**src/rtl/gray_ptr_pkg.sv**
```systemverilog
// gray_ptr_pkg: shared helpers for the Gray pointer synchroniser.
// Gray/binary conversion, hamming check and stage-count limits.
package gray_ptr_pkg;

    localparam int STAGES_MIN = 2;
    localparam int STAGES_MAX = 4;
    localparam int MAXW       = 32;

    // Values narrower than MAXW are zero-extended by the caller;
    // leading zeros convert to leading zeros, so the width is implicit.
    function automatic logic [MAXW-1:0] gray2bin(
        input logic [MAXW-1:0] g
    );
        logic [MAXW-1:0] b;
        b[MAXW-1] = g[MAXW-1];
        for (int i = MAXW - 2; i >= 0; i--) begin
            b[i] = b[i+1] ^ g[i];
        end
        return b;
    endfunction

    function automatic logic [MAXW-1:0] bin2gray(
        input logic [MAXW-1:0] b
    );
        return b ^ (b >> 1);
    endfunction

    // True when more than one bit of x is set.
    function automatic logic popcount_gt1(
        input logic [MAXW-1:0] x
    );
        return (x & (x - 32'd1)) != '0;
    endfunction

endpackage

```
**src/rtl/gray_ptr_sync_chain.sv**
```systemverilog
// sync_chain: DEPTH-deep flop chain for an asynchronous bus.
// Only place carrying async-reg attributes.
module sync_chain #(
    parameter int W     = 4,
    parameter int DEPTH = 2
) (
    input  logic         clk,
    input  logic         rst,
    input  logic [W-1:0] i_d,
    output logic [W-1:0] o_q
);

    (* ASYNC_REG = "TRUE", keep = "true" *)
    logic [W-1:0] r_stage [DEPTH];

    // Shift the source value through the chain; reset clears every stage.
    always_ff @(posedge clk) begin
        if (rst) begin
            for (int i = 0; i < DEPTH; i++) begin
                r_stage[i] <= '0;
            end
        end else begin
            r_stage[0] <= i_d;
            for (int i = 1; i < DEPTH; i++) begin
                r_stage[i] <= r_stage[i-1];
            end
        end
    end

    assign o_q = r_stage[DEPTH-1];

endmodule

```
**src/rtl/gray_ptr_sync.sv**
```systemverilog
// gray_ptr_sync: Gray pointer synchroniser with binary, delta and strobe.
// Define GRAY_PTR_SYNC_CHECK_EN to reject multi-bit jumps and flag err.
module gray_ptr_sync
    import gray_ptr_pkg::*;
#(
    parameter int WIDTH  = 3,
    parameter int STAGES = 2
) (
    input  logic           clk,
    input  logic           rst,
    input  logic [WIDTH:0] d_in,
    output logic [WIDTH:0] q_gray,
    output logic [WIDTH:0] q_bin,
    output logic [WIDTH:0] delta,
    output logic           chg,
    output logic           err
);

    localparam int PW = WIDTH + 1;

    if (STAGES < STAGES_MIN || STAGES > STAGES_MAX) begin : g_bad_stages
        $error("gray_ptr_sync: STAGES must be within 2..4");
    end
    if (PW > MAXW) begin : g_bad_width
        $error("gray_ptr_sync: pointer wider than helper functions");
    end

    logic [PW-1:0] w_q_gray;
    logic [PW-1:0] w_bin;
    logic          w_diff;
    logic          w_accept;

    logic [PW-1:0] r_acc_gray;
    logic [PW-1:0] r_q_bin;
    logic [PW-1:0] r_delta;
    logic          r_chg;

    sync_chain #(
        .W     (PW),
        .DEPTH (STAGES)
    ) u_chain (
        .clk (clk),
        .rst (rst),
        .i_d (d_in),
        .o_q (w_q_gray)
    );

    assign w_bin  = PW'(gray2bin(MAXW'(w_q_gray)));
    assign w_diff = (w_q_gray != r_acc_gray);

`ifdef GRAY_PTR_SYNC_CHECK_EN
    logic w_bad;
    logic r_err;

    assign w_bad    = popcount_gt1(MAXW'(w_q_gray ^ r_acc_gray));
    assign w_accept = w_diff & ~w_bad;

    // Sticky flag for any rejected multi-bit transition.
    always_ff @(posedge clk) begin
        if (rst) begin
            r_err <= 1'b0;
        end else if (w_diff && w_bad) begin
            r_err <= 1'b1;
        end
    end

    assign err = r_err;
`else
    assign w_accept = w_diff;
    assign err      = 1'b0;
`endif

    // Accept a new Gray value: update binary, delta and one-cycle strobe.
    always_ff @(posedge clk) begin
        if (rst) begin
            r_acc_gray <= '0;
            r_q_bin    <= '0;
            r_delta    <= '0;
            r_chg      <= 1'b0;
        end else begin
            r_chg <= w_accept;
            if (w_accept) begin
                r_acc_gray <= w_q_gray;
                r_q_bin    <= w_bin;
                r_delta    <= w_bin - r_q_bin;
            end else begin
                r_delta    <= '0;
            end
        end
    end

    assign q_gray = w_q_gray;
    assign q_bin  = r_q_bin;
    assign delta  = r_delta;
    assign chg    = r_chg;

endmodule

```
**config.mk**
```make
export PLATFORM = sky130hd
export DESIGN_NAME = gray_ptr_sync
export DESIGN_NICKNAME = d
export VERILOG_FILES = /design/src/rtl/gray_ptr_pkg.sv /design/src/rtl/gray_ptr_sync_chain.sv /design/src/rtl/gray_ptr_sync.sv
export SDC_FILE = /design/constraint.sdc
export NUM_CORES = 1
export LEC_CHECK = 0
export CAP_MARGIN = 0
export CORE_ASPECT_RATIO = 0.8
export CORE_MARGIN = 1.5
export CORE_UTILIZATION = 45
export CTS_BUF_LIST = sky130_fd_sc_hd__clkbuf_8
export DETAILED_ROUTE_END_ITERATION = 8
export HOLD_SLACK_MARGIN = 0.12
export PLACE_DENSITY = 0.8
export SLEW_MARGIN = 25
export SYNTH_ARGS = -nofsm -noshare
export SYNTH_HDL_FRONTEND = slang
export SYNTH_SLANG_ARGS = --single-unit
```
**constraint.sdc**
```tcl
create_clock -name clk -period 2 [get_ports clk]
set_input_delay 0.4 -clock clk [delete_from_list [all_inputs] [get_ports clk]]
set_output_delay 0.4 -clock clk [all_outputs]
set_load 0.01 [all_outputs]
```
After elaboration in Yosys (flattened, before gate mapping)

Memories as Yosys holds them, arrays and structs flattened.
Cells that the tools add are included.

Flip-flop bits (word level): 13
Bits in writable memories: 8
Input bits: 6
Output and inout port bits: 14
Word-level logic and storage cells: 19
Memories kept: 1

Add/sub/neg operators: 1
Eq/ne operators: 1
Muxes and demuxes: 5
Bitwise operators: 6
Reductions and logical operators: 1

Memory list:

| name            | depth | bits a word | rd ports | clocked after Yosys merged registers in | write ports | line                      | RTL |
|---|---|---|---|---|---|---|---|
| u_chain.r_stage | 2     | 4           | 2        | 0                                       | 2           | gray_ptr_sync_chain.sv:14 | `logic [W-1:0] r_stage [DEPTH];` |

Operator list:

| kind             | number |
|---|---|
| $mux W4          | 2 |
| $ne A4 B4 Y1     | 1 |
| $sub A4 B4 Y4    | 1 |
| $mux W1          | 3 |
| $xor A1 B1 Y1    | 3 |
| $or A1 B1 Y1     | 2 |
| $reduce_or A2 Y1 | 1 |
| $not A1 Y1       | 1 |

Depth between registers and ports, before layout

An unclocked memory read counts as a cell.

Word-level depth: 5
Depth in mapped cells: 7
Depth with buffers taken out: 7

Modules after synthesis

Synthesis repeated with hierarchy kept, for this count alone.

Cells, all modules: 73
Area total of the unflattened synthesis: 785.8 µm²

By module, submodules not included:

| module        | instances | cells each | area each (µm²) | seq. area each (µm²) |
|---|---|---|---|---|
| gray_ptr_sync | 1         | 53         | 545.5           | 240.2 |
| sync_chain    | 1         | 20         | 240.2           | 160.2 |

Worst setup path after synthesis

Ideal clock, no wire load.

Path type: register to register
Start point: memory u_chain.r_stage[1][3] (netlist: u_chain.r_stage[0][7])
End point: register r_delta[3] (netlist: delta[3])
Setup time: 120 ps
Arrival: 1653 ps
Data required time: 1880 ps
Slack: 227 ps
Stages on the path, launching flop included: 8
Buffers on the path: 0
Period minus slack after synthesis: 1773 ps
Path through: dfxtp_1 > xor2_2 > xor2_1 > ha_1 > nor2b_1 > o21ai_0 > nand3_1 > nor3b_2

RTL lines:

| item                 | line                      | RTL |
|---|---|---|
| start, declared      | gray_ptr_sync_chain.sv:14 |  |
| end signal, assigned | gray_ptr_sync.sv:85       | `r_delta <= w_bin - r_q_bin;` |
| end, declared        | gray_ptr_sync.sv:35       | `logic [PW-1:0] r_delta;` |

==> results.sh <==
export IMPL_status="complete, no violations"
export IMPL_max_freq_ghz=0.5562
export IMPL_start_kind="flip-flop"
export IMPL_rows=13
export IMPL_viasPerCell=4.430
export IMPL_syn_inst=75
export IMPL_finalHoldViolCount=0
export IMPL_synth_top_family_by_area="simple AND/OR/NAND/NOR gates"
export IMPL_fill_cells=140
export IMPL_cts_hold_buf=0
export IMPL_hp_class="reg2reg"
export IMPL_grt_pass1_vias=407
export IMPL_wl_um=1086
export IMPL_antenna_found_initial=0
export IMPL_synth_commonest_cells="dfxtp_1, nor2b_1, buf_4, inv_1, xor2_1"
export IMPL_peakVddDrop_mv=0.6770
export IMPL_yosysSeqAreaShare_pct=48.48
export IMPL_cts_root_buf="clkbuf_8"
export IMPL_post_cts_repair_setup_buffers=0
export IMPL_num_io_pins=20
export IMPL_dr_pass1_iters=2
export IMPL_fin_crit_sh_pct=89.90
export IMPL_yosysTopAreaCell="dfxtp_1"
export IMPL_area_growth_pct=29.85
export IMPL_ys_flop_type="dfxtp_1"
export IMPL_post_dp_cell_area_sq_um=999.7
export IMPL_drt_initial_drc_count=2
export IMPL_cp_arrival_ps=1940
export IMPL_finClkSkew_ps=5.606
export IMPL_track_usage_pct=11.67
export IMPL_r2r_cells=7
export IMPL_tns_ps=0
export IMPL_fp_dieW_um=50.90
export IMPL_core_area_sq_mm=0.001675
export IMPL_grt_pass1_wl_um=1649
export IMPL_ys_async_sr_fraction_pct=0
export IMPL_min_delay_start="u_chain.r_stage[0][0]$_SDFF_PP0_"
export IMPL_place_hpwl_um=843.6
export IMPL_vias=505
export IMPL_insertion_delay_ps=260
export IMPL_cap_violations=0
export IMPL_grt_max_degree=16
export IMPL_synth_simple_area_share_pct=19.55
export IMPL_synth_compound_area_share_pct=2.121
export IMPL_setup_viol=0
export IMPL_rsz0062_at_grt="false"
export IMPL_power_density_mw_per_mm2=940.7
export IMPL_path_clk_slew_ps=70
export IMPL_io_buffers=18
export IMPL_cp_num_buf_inv=0
export IMPL_cp_slowest_cell="dfxtp_1"
export IMPL_hold_path_depth=1
export IMPL_fin_ws_ps=202.0
export IMPL_grt_ovfl_total=0
export IMPL_synth_top_area_share_pct=48.48
export IMPL_crit_type="reg2reg"
export IMPL_p_clk_share_pct=39.1
export IMPL_internal_power_w=0.0007918
export IMPL_synth_mux_area_share_pct=2.424
export IMPL_synth_area_sq_um=825.8
export IMPL_crit_chain="xor2_2 -> xor2_1 -> ha_1 -> nor2b_1 -> o21ai_1 -> nand3_1 -> nor3b_2"
export IMPL_drc_errors=0
export IMPL_dieHeight_um=41.32
export IMPL_wl_per_cell_um=9.526
export IMPL_synth_warnings=0
export IMPL_combPwrFrac_pct=17.2
export IMPL_fin_area_sq_mm=0.001072
export IMPL_synth_area_top_cells="dfxtp_1, nor2b_1, xor2_1"
export IMPL_crit_cells=7
export IMPL_cts_tree="built"
export IMPL_power_w=0.001009
export IMPL_worst_path_max_fanout=4
export IMPL_drive_above_1_share_pct=14.13
export IMPL_synth_xor_area_share_pct=11.36
export IMPL_clockBufferDepth=2
export IMPL_num_antenna_cells=0
export IMPL_switching_share_pct=21.50
export IMPL_synth_seq_cells=20
export IMPL_critPathTopFamily="XOR/XNOR gates"
export IMPL_setup_worst_path_start="u_chain.r_stage[0][6]$_SDFF_PP0_"
export IMPL_seq_power_share_pct=43.7
export IMPL_htree_num_levels=1
export IMPL_required_ps=2140
export IMPL_gp_congestion=0.7824
export IMPL_ys_types=21
export IMPL_cts_buffers=3
export IMPL_initial_core_util_pct=49.29
export IMPL_rr_startpoint="u_chain.r_stage[0][6]$_SDFF_PP0_"
export IMPL_endpoint_kind="flip-flop"
export IMPL_syn_num_nets=85
export IMPL_syn_avg_cell_area_sq_um=11.01
export IMPL_fin_crit_ps=1798
export IMPL_yosys_area_share_adder_pct=6.970
export IMPL_synth_most_common_cell="dfxtp_1"
export IMPL_nets=103
export IMPL_pre_cts_ws_ps=196.8
export IMPL_die_area_sq_mm=0.002103
export IMPL_maxSlewViolCount=0
export IMPL_slowest_delay_ps=430
export IMPL_synth_edf_count=0
export IMPL_ant_nets=0
export IMPL_leakagePower_nw=0.4614
export IMPL_clock_sinks=20
export IMPL_power_switching_w=0.0002169
flip-flops by register name, indices dropped and copies added, names as in the netlist:
register and count:
chg 1, delta 4, q_bin 4, r_acc_gray 3, u_chain.r_stage 8
timing repair:
| action | in CTS | in global routing |
|---|---|---|
| setup endpoints to repair | 0 | 1 |
| hold endpoints to repair | 0 | 0 |
| gates resized for setup | 0 | 2 |
power by group through the flow:
stage,Combinational [W],Sequential [W],Clock [W]
detailed placement,0.000173,0.000451,0
global route,0.000193,0.000444,0.000417
finish,0.000174,0.000441,0.000394
CTS,0.000176,0.000441,0.000403
floorplan,0.000100,0.000458,0
global placement,0.000170,0.000450,0
path summary, 6_finish.rpt:
kind	end	slack [ps]
max	delta[3]$_SDFF_PP0_	200
min	u_chain.r_stage[0][4]$_SDFF_PP0_	440
max reg2reg	delta[3]$_SDFF_PP0_	200
min reg2reg	u_chain.r_stage[0][4]$_SDFF_PP0_	440
layout make-up:
cell class | instances | area (sq um) | share of cell area (%)
tap | 22 | 27.53 | 2.567
clock inverter | 1 | 30.03 | 2.800
timing repair buffer | 20 | 195.2 | 18.20
sequential | 20 | 401.6 | 37.46
multi-input combinational | 42 | 354.1 | 33.02
clock buffer | 3 | 41.29 | 3.851
inverter | 6 | 22.52 | 2.100
per-stage QoR:
step / utilization [%] / instances / hold slack [ps]
after floorplan: - / 75 / 413.8
after global placement: 59.67 / 110 / 418.9
after detailed placement: 59.67 / 110 / 426.6
after CTS: 63.93 / 114 / 444.8
after global routing: 64.00 / 114 / 463.7
final: 64.00 / 114 / 437.5
routing by layer:
layer	GRT usage [%]	wire, um
met5	0	0
met4	4.054	0
met3	6.429	65
met2	21.71	543
met1	11.60	477
worst reg2reg max path: stages, from the launching register on:
cell     delay [ps]
dfxtp_1         430
xor2_2          190
xor2_1          250
ha_1            270
nor2b_1         130
o21ai_1         170
nand3_1         100
nor3b_2         160
cells by family (layout without fill, tap and decap cells):
group                      after synthesis  in the layout
and+or+nand+nor                         23             23
DFF                                     20             20
buffers and inverters                   13             30
xor gates and xnor gates                 9              9
adders and majority gates                4              4
AOI/OAI and AO/OA                        3              3
muxes                                    2              2
other                                    1              1
layout by cell type (no fill, tap or decap), drive strengths merged:
master / Yosys / final
conb: 1 / 1
bufinv: 0 / 1
nor4: 1 / 1
dfxtp: 20 / 20
ha: 3 / 3
buf: 6 / 2
nand3: 1 / 1
xor2: 8 / 8
or2: 1 / 1
o21ai: 1 / 1
xnor2: 1 / 1
a211oi: 1 / 1
fa: 1 / 1
nor2: 5 / 5
inv: 6 / 6
clkbuf: 1 / 3
nor2b: 14 / 14
a21oi: 1 / 1
clkdlybuf4s50: 0 / 18
nor3b: 1 / 1
mux2i: 2 / 2
Power figures use the tool's default switching activity.
